--- src/rtl/fetch_unit_pkg.sv ---
// Shared fetch-stage definitions: FSM encodings, fetch constants, address helper.
package fetch_unit_pkg;

  // IDLE: no request outstanding. WAIT: request accepted, response not yet seen.
  typedef enum logic [0:0] {
    FETCH_IDLE = 1'b0,
    FETCH_WAIT = 1'b1
  } fetch_state_e;

  localparam logic [31:0] NOP     = 32'h0000_0013;
  localparam logic [31:0] PC_STEP = 32'd4;

  // Instruction addresses are word aligned; low two bits are dropped.
  function automatic logic [31:0] word_align(input logic [31:0] addr);
    return {addr[31:2], 2'b00};
  endfunction

endpackage

--- src/rtl/fetch_unit_if.sv ---
// Fetch stage bus: instruction-memory request/response, redirect and decode handshake.
//
// Handshake rules: a request transfers on a clock edge where imem_req_valid and
// imem_req_ready are both 1; while valid is held without ready the address stays
// stable. Responses have no ready: imem_rsp_valid delivers one word, in order, for
// the single outstanding request. Decode consumes the head on an edge where
// instr_valid and instr_ready are both 1. redirect is a one-cycle command.
interface fetch_unit_if;
  logic        imem_req_valid;
  logic [31:0] imem_req_addr;
  logic        imem_req_ready;
  logic        imem_rsp_valid;
  logic [31:0] imem_rsp_data;
  logic        redirect;
  logic [31:0] redirect_pc;
  logic        instr_valid;
  logic [31:0] instr;
  logic [31:0] instr_pc;
  logic        instr_ready;

  // Fetch unit side.
  modport master (
    output imem_req_valid, imem_req_addr, instr_valid, instr, instr_pc,
    input  imem_req_ready, imem_rsp_valid, imem_rsp_data, redirect, redirect_pc, instr_ready
  );

  // Memory / decode / branch-resolution side.
  modport slave (
    input  imem_req_valid, imem_req_addr, instr_valid, instr, instr_pc,
    output imem_req_ready, imem_rsp_valid, imem_rsp_data, redirect, redirect_pc, instr_ready
  );
endinterface

--- src/rtl/fetch_unit_fifo.sv ---
// Prefetch queue: DEPTH x 64b circular buffer holding {pc, instr}, with a count
// register. Flush wins over push and pop; pop on empty and push on full are ignored.
module fetch_unit_fifo #(
  parameter int unsigned DEPTH = 4
) (
  input  logic                       clk_i,
  input  logic                       rst_ni,
  input  logic                       push_i,
  input  logic                       pop_i,
  input  logic                       flush_i,
  input  logic [63:0]                din_i,
  output logic [63:0]                dout_o,
  output logic [$clog2(DEPTH):0]     count_o,
  output logic                       empty_o
);
  localparam int unsigned AW = $clog2(DEPTH);

  logic [63:0]   mem_q [DEPTH];
  logic [AW-1:0] wr_q, wr_d, rd_q, rd_d;
  logic [AW:0]   count_q, count_d;
  logic          pop_ok, push_ok;

  assign empty_o = (count_q == '0);
  assign pop_ok  = pop_i & ~empty_o;
  assign push_ok = push_i & ((count_q < (AW+1)'(DEPTH)) | pop_ok);
  assign dout_o  = mem_q[rd_q];
  assign count_o = count_q;

  // Pointer and occupancy next-state.
  always_comb begin
    wr_d    = wr_q;
    rd_d    = rd_q;
    count_d = count_q;
    if (flush_i) begin
      wr_d    = '0;
      rd_d    = '0;
      count_d = '0;
    end else begin
      if (push_ok) wr_d = wr_q + AW'(1);
      if (pop_ok)  rd_d = rd_q + AW'(1);
      if (push_ok && !pop_ok) count_d = count_q + (AW+1)'(1);
      if (pop_ok && !push_ok) count_d = count_q - (AW+1)'(1);
    end
  end

  // Pointer and occupancy registers.
  always_ff @(posedge clk_i or negedge rst_ni) begin
    if (!rst_ni) begin
      wr_q    <= '0;
      rd_q    <= '0;
      count_q <= '0;
    end else begin
      wr_q    <= wr_d;
      rd_q    <= rd_d;
      count_q <= count_d;
    end
  end

  // Entry storage; contents are only observed through a valid head.
  always_ff @(posedge clk_i) begin
    if (push_ok && !flush_i) mem_q[wr_q] <= din_i;
  end

endmodule

--- src/rtl/fetch_unit.sv ---
// Instruction fetch stage: owns the PC, keeps at most one imem read outstanding,
// buffers returned words with their PCs, and flushes/restarts on redirect.
module fetch_unit
  import fetch_unit_pkg::*;
#(
  parameter logic [31:0] RESET_PC = 32'h0000_0000,
  parameter int unsigned DEPTH    = 4
) (
  input  logic         clk,
  input  logic         reset,
  fetch_unit_if.master bus,
  output fetch_state_e dbg_state_o
);
  localparam int unsigned CW = $clog2(DEPTH) + 1;

  fetch_state_e  state_q, state_d;
  logic [31:0]   fetch_pc_q, fetch_pc_d;
  logic [31:0]   req_pc_q, req_pc_d;
  logic          discard_q, discard_d;
  logic [CW-1:0] fifo_count;
  logic          fifo_empty;
  logic [63:0]   fifo_dout;
  logic [CW:0]   occupancy;
  logic          in_wait, rsp_in_wait, room, req_valid, req_fire, push, pop;

  // Room counts the in-flight word so a response always has a slot; the
  // registered count is used, so a pop in the same cycle does not create room.
  assign in_wait     = (state_q == FETCH_WAIT);
  assign rsp_in_wait = in_wait & bus.imem_rsp_valid;
  assign occupancy   = {1'b0, fifo_count} + {{CW{1'b0}}, in_wait};
  assign room        = occupancy < (CW+1)'(DEPTH);
  assign req_valid   = reset & ~bus.redirect & room & (~in_wait | bus.imem_rsp_valid);
  assign req_fire    = req_valid & bus.imem_req_ready;
  assign push        = rsp_in_wait & ~discard_q & ~bus.redirect;
  assign pop         = ~fifo_empty & bus.instr_ready & ~bus.redirect;

  assign bus.imem_req_valid = req_valid;
  assign bus.imem_req_addr  = fetch_pc_q;
  assign bus.instr_valid    = ~fifo_empty;
  assign bus.instr          = fifo_empty ? 32'h0 : fifo_dout[31:0];
  assign bus.instr_pc       = fifo_empty ? 32'h0 : fifo_dout[63:32];
  assign dbg_state_o        = state_q;

  // Next PC, FSM and discard flag; redirect overrides any normal progress.
  always_comb begin
    state_d    = state_q;
    fetch_pc_d = fetch_pc_q;
    req_pc_d   = req_pc_q;
    discard_d  = discard_q;
    if (bus.redirect) begin
      fetch_pc_d = word_align(bus.redirect_pc);
      if (in_wait) begin
        if (bus.imem_rsp_valid) begin
          state_d   = FETCH_IDLE;
          discard_d = 1'b0;
        end else begin
          discard_d = 1'b1;
        end
      end
    end else begin
      if (rsp_in_wait) begin
        state_d   = FETCH_IDLE;
        discard_d = 1'b0;
      end
      if (req_fire) begin
        state_d    = FETCH_WAIT;
        fetch_pc_d = fetch_pc_q + PC_STEP;
        req_pc_d   = fetch_pc_q;
      end
    end
  end

  // State registers.
  always_ff @(posedge clk or negedge reset) begin
    if (!reset) begin
      state_q    <= FETCH_IDLE;
      fetch_pc_q <= RESET_PC;
      req_pc_q   <= RESET_PC;
      discard_q  <= 1'b0;
    end else begin
      state_q    <= state_d;
      fetch_pc_q <= fetch_pc_d;
      req_pc_q   <= req_pc_d;
      discard_q  <= discard_d;
    end
  end

  fetch_unit_fifo #(.DEPTH(DEPTH)) u_fifo (
    .clk_i   (clk),
    .rst_ni  (reset),
    .push_i  (push),
    .pop_i   (pop),
    .flush_i (bus.redirect),
    .din_i   ({req_pc_q, bus.imem_rsp_data}),
    .dout_o  (fifo_dout),
    .count_o (fifo_count),
    .empty_o (fifo_empty)
  );

  // A response with nothing outstanding is a memory protocol error.
  rsp_only_in_wait_a: assert property (@(posedge clk) disable iff (!reset)
    !(bus.imem_rsp_valid && !in_wait));

endmodule

--- src/flat_wrapper.sv ---
// flat-port wrapper written by rule: the top's interface ports become plain ports
module fetch_unit_flat import fetch_unit_pkg::*;
#(
  parameter logic [31:0] RESET_PC = 32'h0000_0000,
  parameter int unsigned DEPTH    = 4
)
  (clk, reset, dbg_state_o, bus_imem_req_valid, bus_imem_req_addr, bus_instr_valid, bus_instr, bus_instr_pc, bus_imem_req_ready, bus_imem_rsp_valid, bus_imem_rsp_data, bus_redirect, bus_redirect_pc, bus_instr_ready);
  fetch_unit_if bus_i ();
  input  logic clk;
  input  logic reset;
  output fetch_state_e dbg_state_o;
  output wire logic [$bits(bus_i.imem_req_valid)-1:0] bus_imem_req_valid;
  output wire logic [$bits(bus_i.imem_req_addr)-1:0] bus_imem_req_addr;
  output wire logic [$bits(bus_i.instr_valid)-1:0] bus_instr_valid;
  output wire logic [$bits(bus_i.instr)-1:0] bus_instr;
  output wire logic [$bits(bus_i.instr_pc)-1:0] bus_instr_pc;
  input wire logic [$bits(bus_i.imem_req_ready)-1:0] bus_imem_req_ready;
  input wire logic [$bits(bus_i.imem_rsp_valid)-1:0] bus_imem_rsp_valid;
  input wire logic [$bits(bus_i.imem_rsp_data)-1:0] bus_imem_rsp_data;
  input wire logic [$bits(bus_i.redirect)-1:0] bus_redirect;
  input wire logic [$bits(bus_i.redirect_pc)-1:0] bus_redirect_pc;
  input wire logic [$bits(bus_i.instr_ready)-1:0] bus_instr_ready;
  assign bus_imem_req_valid = bus_i.imem_req_valid;
  assign bus_imem_req_addr = bus_i.imem_req_addr;
  assign bus_instr_valid = bus_i.instr_valid;
  assign bus_instr = bus_i.instr;
  assign bus_instr_pc = bus_i.instr_pc;
  assign bus_i.imem_req_ready = bus_imem_req_ready;
  assign bus_i.imem_rsp_valid = bus_imem_rsp_valid;
  assign bus_i.imem_rsp_data = bus_imem_rsp_data;
  assign bus_i.redirect = bus_redirect;
  assign bus_i.redirect_pc = bus_redirect_pc;
  assign bus_i.instr_ready = bus_instr_ready;
  fetch_unit #(.RESET_PC(RESET_PC), .DEPTH(DEPTH)) u_core (.clk(clk), .reset(reset), .bus(bus_i), .dbg_state_o(dbg_state_o));
endmodule
--- config.mk ---
export PLATFORM = sky130hd
export DESIGN_NAME = fetch_unit_flat
export DESIGN_NICKNAME = d
export VERILOG_FILES = /design/src/rtl/fetch_unit_pkg.sv /design/src/rtl/fetch_unit_if.sv /design/src/rtl/fetch_unit_fifo.sv /design/src/rtl/fetch_unit.sv /design/src/flat_wrapper.sv
export SDC_FILE = /design/constraint.sdc
export NUM_CORES = 1
export LEC_CHECK = 0
export BUFFER_PORTS_ARGS = -buffer_cell sky130_fd_sc_hd__buf_2
export CAP_MARGIN = 30
export CELL_PAD_IN_SITES_DETAIL_PLACEMENT = 0
export CELL_PAD_IN_SITES_GLOBAL_PLACEMENT = 1
export CORE_ASPECT_RATIO = 1.25
export CORE_MARGIN = 8
export CORE_UTILIZATION = 53
export CTS_CLUSTER_SIZE = 10
export DETAILED_ROUTE_END_ITERATION = 7
export PLACE_DENSITY = 0.81
export SYNTH_ARGS = -nofsm -noshare
export SYNTH_HDL_FRONTEND = slang
export SYNTH_SLANG_ARGS = --single-unit
export TNS_END_PERCENT = 10
--- constraint.sdc ---
create_clock -name clk -period 5.7 [get_ports clk]
set_input_delay 0.285 -clock clk [delete_from_list [all_inputs] [get_ports clk]]
set_output_delay 0.285 -clock clk [all_outputs]
set_load 0.005 [all_outputs]
==> implementation parameters <==
Parameter                              Value

Run status
  Run status    finished clean

Floorplanning
  Die Y    ~190 microns
  Total number of placement rows    63
  Die width    roughly 150 microns
  Number of primary I/O pins    ~170
  Overall die area    slightly below 30000 sq um
  Initial core utilization    0.5386
  Core region area    between 20000 and 25000 sq um

Yosys
  Most frequent cell after synthesis    sky130_fd_sc_hd__edfxtp_1
  Number of enable flip-flop cells after synthesis    approximately 250
  Area share of the largest cell type after synthesis    0.5847
  Average cell area after synthesis    roughly 18 sq um
  YS warnings    0
  Distinct cells, synth    41
  Synthesis-stage register bit count    317
  Synth top area cells    sky130_fd_sc_hd__edfxtp_1 58%, sky130_fd_sc_hd__dfrtp_1 14%, sky130_fd_sc_hd__mux4_2 11%
  Post-synthesis instance area    12740 sq um
  Prevailing post-synth register cell    sky130_fd_sc_hd__edfxtp_1
  Post-Synthesis Cells    711
  Commonest cells in the netlist    248 x sky130_fd_sc_hd__edfxtp_1, 69 x sky130_fd_sc_hd__and2_1, 69 x sky130_fd_sc_hd__dfrtp_1
  Cell taking the most area after synthesis    sky130_fd_sc_hd__edfxtp_1
  Share of async-settable or async-resettable flops after synthesis    0.2177
  Sequential fraction of the synthesis area    0.7203

Clock tree
  Clock edge transition at the registers on the reported setup and hold paths    about 0.060 ns
  Maximum clock insertion buffer count    3
  Root buffer cell    sky130_fd_sc_hd__clkbuf_16
  TritonCTS sink count    between 300 and 400
  TritonCTS clock tree    done
  H-tree depth    2
  Number of buffers inserted during clock tree synthesis    37
  Number of buffers inserted by post-CTS setup repair    0
  Insertion delay of the later-clocked pin in the worst-skew pair    about 0.51 ns

Drt
  Total detailed-routing wirelength    roughly 27000 microns
  DRC violations left    0
  Number of nets with antenna violations after detailed routing    0
  Vias per inst    approximately 5.6
  Total vias in the final route    ~7100
  Number of DRC markers after the initial detailed-route iteration    360
  Number of detailed-routing iterations run before antenna repair    4
  WL per Instance    about 21 microns

Timing
  Fin. max-slew vios    0
  Max Freq    310.5 MHz
  Final setup fails    0
  Worst Tran Pin Value    ~0.96 ns
  Setup repair after global routing missed its margin    false
  Final worst setup slack    2.480 ns
  Final hold violation count    0
  Final worst path period need    roughly 3.2 ns
  Sum of negative setup slack    0 ns
  Period Utilization, post-route    0.5650
  Final hold slack    ~0.015 ns
  Max-slew headroom at the worst pin    0.3614
  Post-route clock skew    between 0.01 and 0.015 ns

Worst setup path
  Critical Path End Type    output pin
  Slowest Stage Delay on Critical Path    0.92 ns
  Cell at the slowest stage of the critical path    sky130_fd_sc_hd__dfrtp_4
  CP startpoint kind    flip-flop
  Crit path kind    flip-flop to output pin
  Critical-path maximum fanout    39
  Depth of the worst register-to-register path    4
  Buf+Inv Stages, Crit Path    2
  Worst path top cell family by delay    flip-flops
  Logic depth of the worst path, buffers included    4
  CP cell instances    buf_4, mux4_2, and2_1, buf_2
  Required time reported for the critical path endpoint    approximately 5.4 ns
  Worst path arrival time    around 2.9 ns

GRT
  First-pass GRT wire length    ~43000 microns
  Number of antenna violations at the first check in global routing    0
  Total overflow reported by the global router    0
  GRT Util Overall    0.1896
  Vias in the first global route    7735
  Largest net degree at the start of global routing    69

Power and ir drop
  Power density normalized to cell area    ~400 nW/um^2
  LEAKAGE    about 5.7 nW
  Total chip power    6.190 mW
  Peak supply drop    0.0002455 V

Final layout
  Area occupied by multi-input gates    between 3000 and 4000 sq um
  Post-layout instance area    15500 sq um
  Share of post-route cells with drive strength above 1    0.3330
  Area growth syn-to-layout    21.74%
  NumNets Final    a little over 1000
  Sequential Area    9179 sq um
  Number of fillers in the final layout    1626
  Post-layout utilization of the core    0.6557
  N_diodes    0
  Final instance count without filler cells    about 1300

Worst hold path
  Kind of path behind the tightest hold check    input port to flip-flop
  Hold Path Depth    2

Flow run
  Total of max-cap violations    0

Place
  Area post-placement    roughly 14000 sq um
  IO buf count    approximately 160
  Half-perimeter wire length after placement    16390 microns
  Number of instances in the placed design    approximately 1100
  Pre-CTS setup slack    about 2.9 ns
  Last weighted congestion value of the routability-driven placer    0.7848
-- per-layer routing --
| layer | global-route usage | part of all wire | up-vias |
|---|---|---|---|
| li1 | - | - | 3192 |
| met1 | 0.2297 | 0.40 | 3603 |
| met2 | 0.3318 | 0.52 | 212 |
| met3 | 0.04037 | 0.058 | 49 |
| met4 | 0.06420 | 0.024 | 0 |
| met5 | 0 | 0 | - |
-- worst register-to-register path: stages, from the launching register on --
cell                      delay (ns)
sky130_fd_sc_hd__dfrtp_1        0.44
sky130_fd_sc_hd__a21bo_2        0.26
sky130_fd_sc_hd__a211o_1        0.58
sky130_fd_sc_hd__nor2_4         0.85
sky130_fd_sc_hd__mux2_2         0.44
-- registers in the layout, indices dropped and copies added, names as in the netlist --
register / flops
u_core.u_fifo.mem_q: 248
u_core.bus.imem_req_addr: 30
u_core.req_pc_q: 30
u_core.u_fifo.count_o: 3
u_core.u_fifo.rd_q: 2
u_core.u_fifo.wr_q: 2
u_core.dbg_state_o: 1
u_core.discard_q: 1
-- power by group --
| part | internal (mW) | leakage [nW] | switching (mW) |
|---|---|---|---|
| clock | 1.20 | 0.490 | 0.827 |
| sequential | 2.72 | 3.08 | 0.236 |
| combinational | 0.667 | 2.10 | 0.535 |
| total | 4.59 | 5.68 | 1.60 |
-- layout by cell type (no fill, tap or decap), types with 7 or more instances in the layout --
cell / instances
sky130_fd_sc_hd__edfxtp_1: 248
sky130_fd_sc_hd__buf_2: 161
sky130_fd_sc_hd__dfrtp_1: 67
sky130_fd_sc_hd__and2_1: 65
sky130_fd_sc_hd__mux4_2: 62
sky130_fd_sc_hd__dlygate4sd3_1: 54
sky130_fd_sc_hd__clkbuf_16: 37
sky130_fd_sc_hd__mux2_2: 35
sky130_fd_sc_hd__nand2_1: 33
sky130_fd_sc_hd__o21ai_0: 22
sky130_fd_sc_hd__xnor2_1: 21
sky130_fd_sc_hd__clkbuf_1: 21
sky130_fd_sc_hd__nand3_1: 13
sky130_fd_sc_hd__xor2_1: 12
sky130_fd_sc_hd__nor2_1: 11
sky130_fd_sc_hd__nand4_1: 10
sky130_fd_sc_hd__nor4_1: 8
sky130_fd_sc_hd__inv_1: 7
sky130_fd_sc_hd__buf_4: 7
-- area by class of cell --
cell class	count	share of cell area
well taps	292	0.02356
flip-flops and latches	317	0.5920
clock inverters	2	0.001130
multi-input cells	350	0.2187
inverters	7	0.001695
repair buffers	227	0.09813
clock buffers	58	0.06480
-- final timing paths --
path / startpoint / to / slack, ns
worst min-delay path: bus_redirect_pc[15] / u_core.bus.imem_req_addr[15] / 0.01
worst min register to register: u_core.req_pc_q[30] / u_core.u_fifo.mem_q[0][62] / 0.52
worst max-delay path: u_core.u_fifo.rd_q[0] / bus_instr_pc[11] / 2.48
worst max register to register: u_core.u_fifo.count_o[1] / u_core.req_pc_q[9] / 3.01
min in group asynchronous: reset / u_core.req_pc_q[18] / 0.21
max in group asynchronous: reset / u_core.u_fifo.rd_q[0] / 4.41
-- what timing repair did --
item | 4_1_cts | 5_1_grt
resized for setup | 0 | 0
hold buffers | 54 | 0
hold endpoints to repair | 156 | 0
-- cells by family (layout without fill, tap and decap cells) --
| kind of cell | after synthesis | in the layout | synth area share |
|---|---|---|---|
| xor+xnor | 33 | 33 | 0.02269 |
| fa+ha+maj | 6 | 6 | 0.006484 |
| other cells | 1 | 4 | 0.0002944 |
| simple gates | 169 | 169 | 0.07457 |
| mux | 99 | 99 | 0.1422 |
| compound gates | 39 | 39 | 0.01729 |
| buf+inv | 47 | 294 | 0.01621 |
| flops | 317 | 317 | 0.7203 |
No activity file was read; power rests on OpenSTA's default activity.
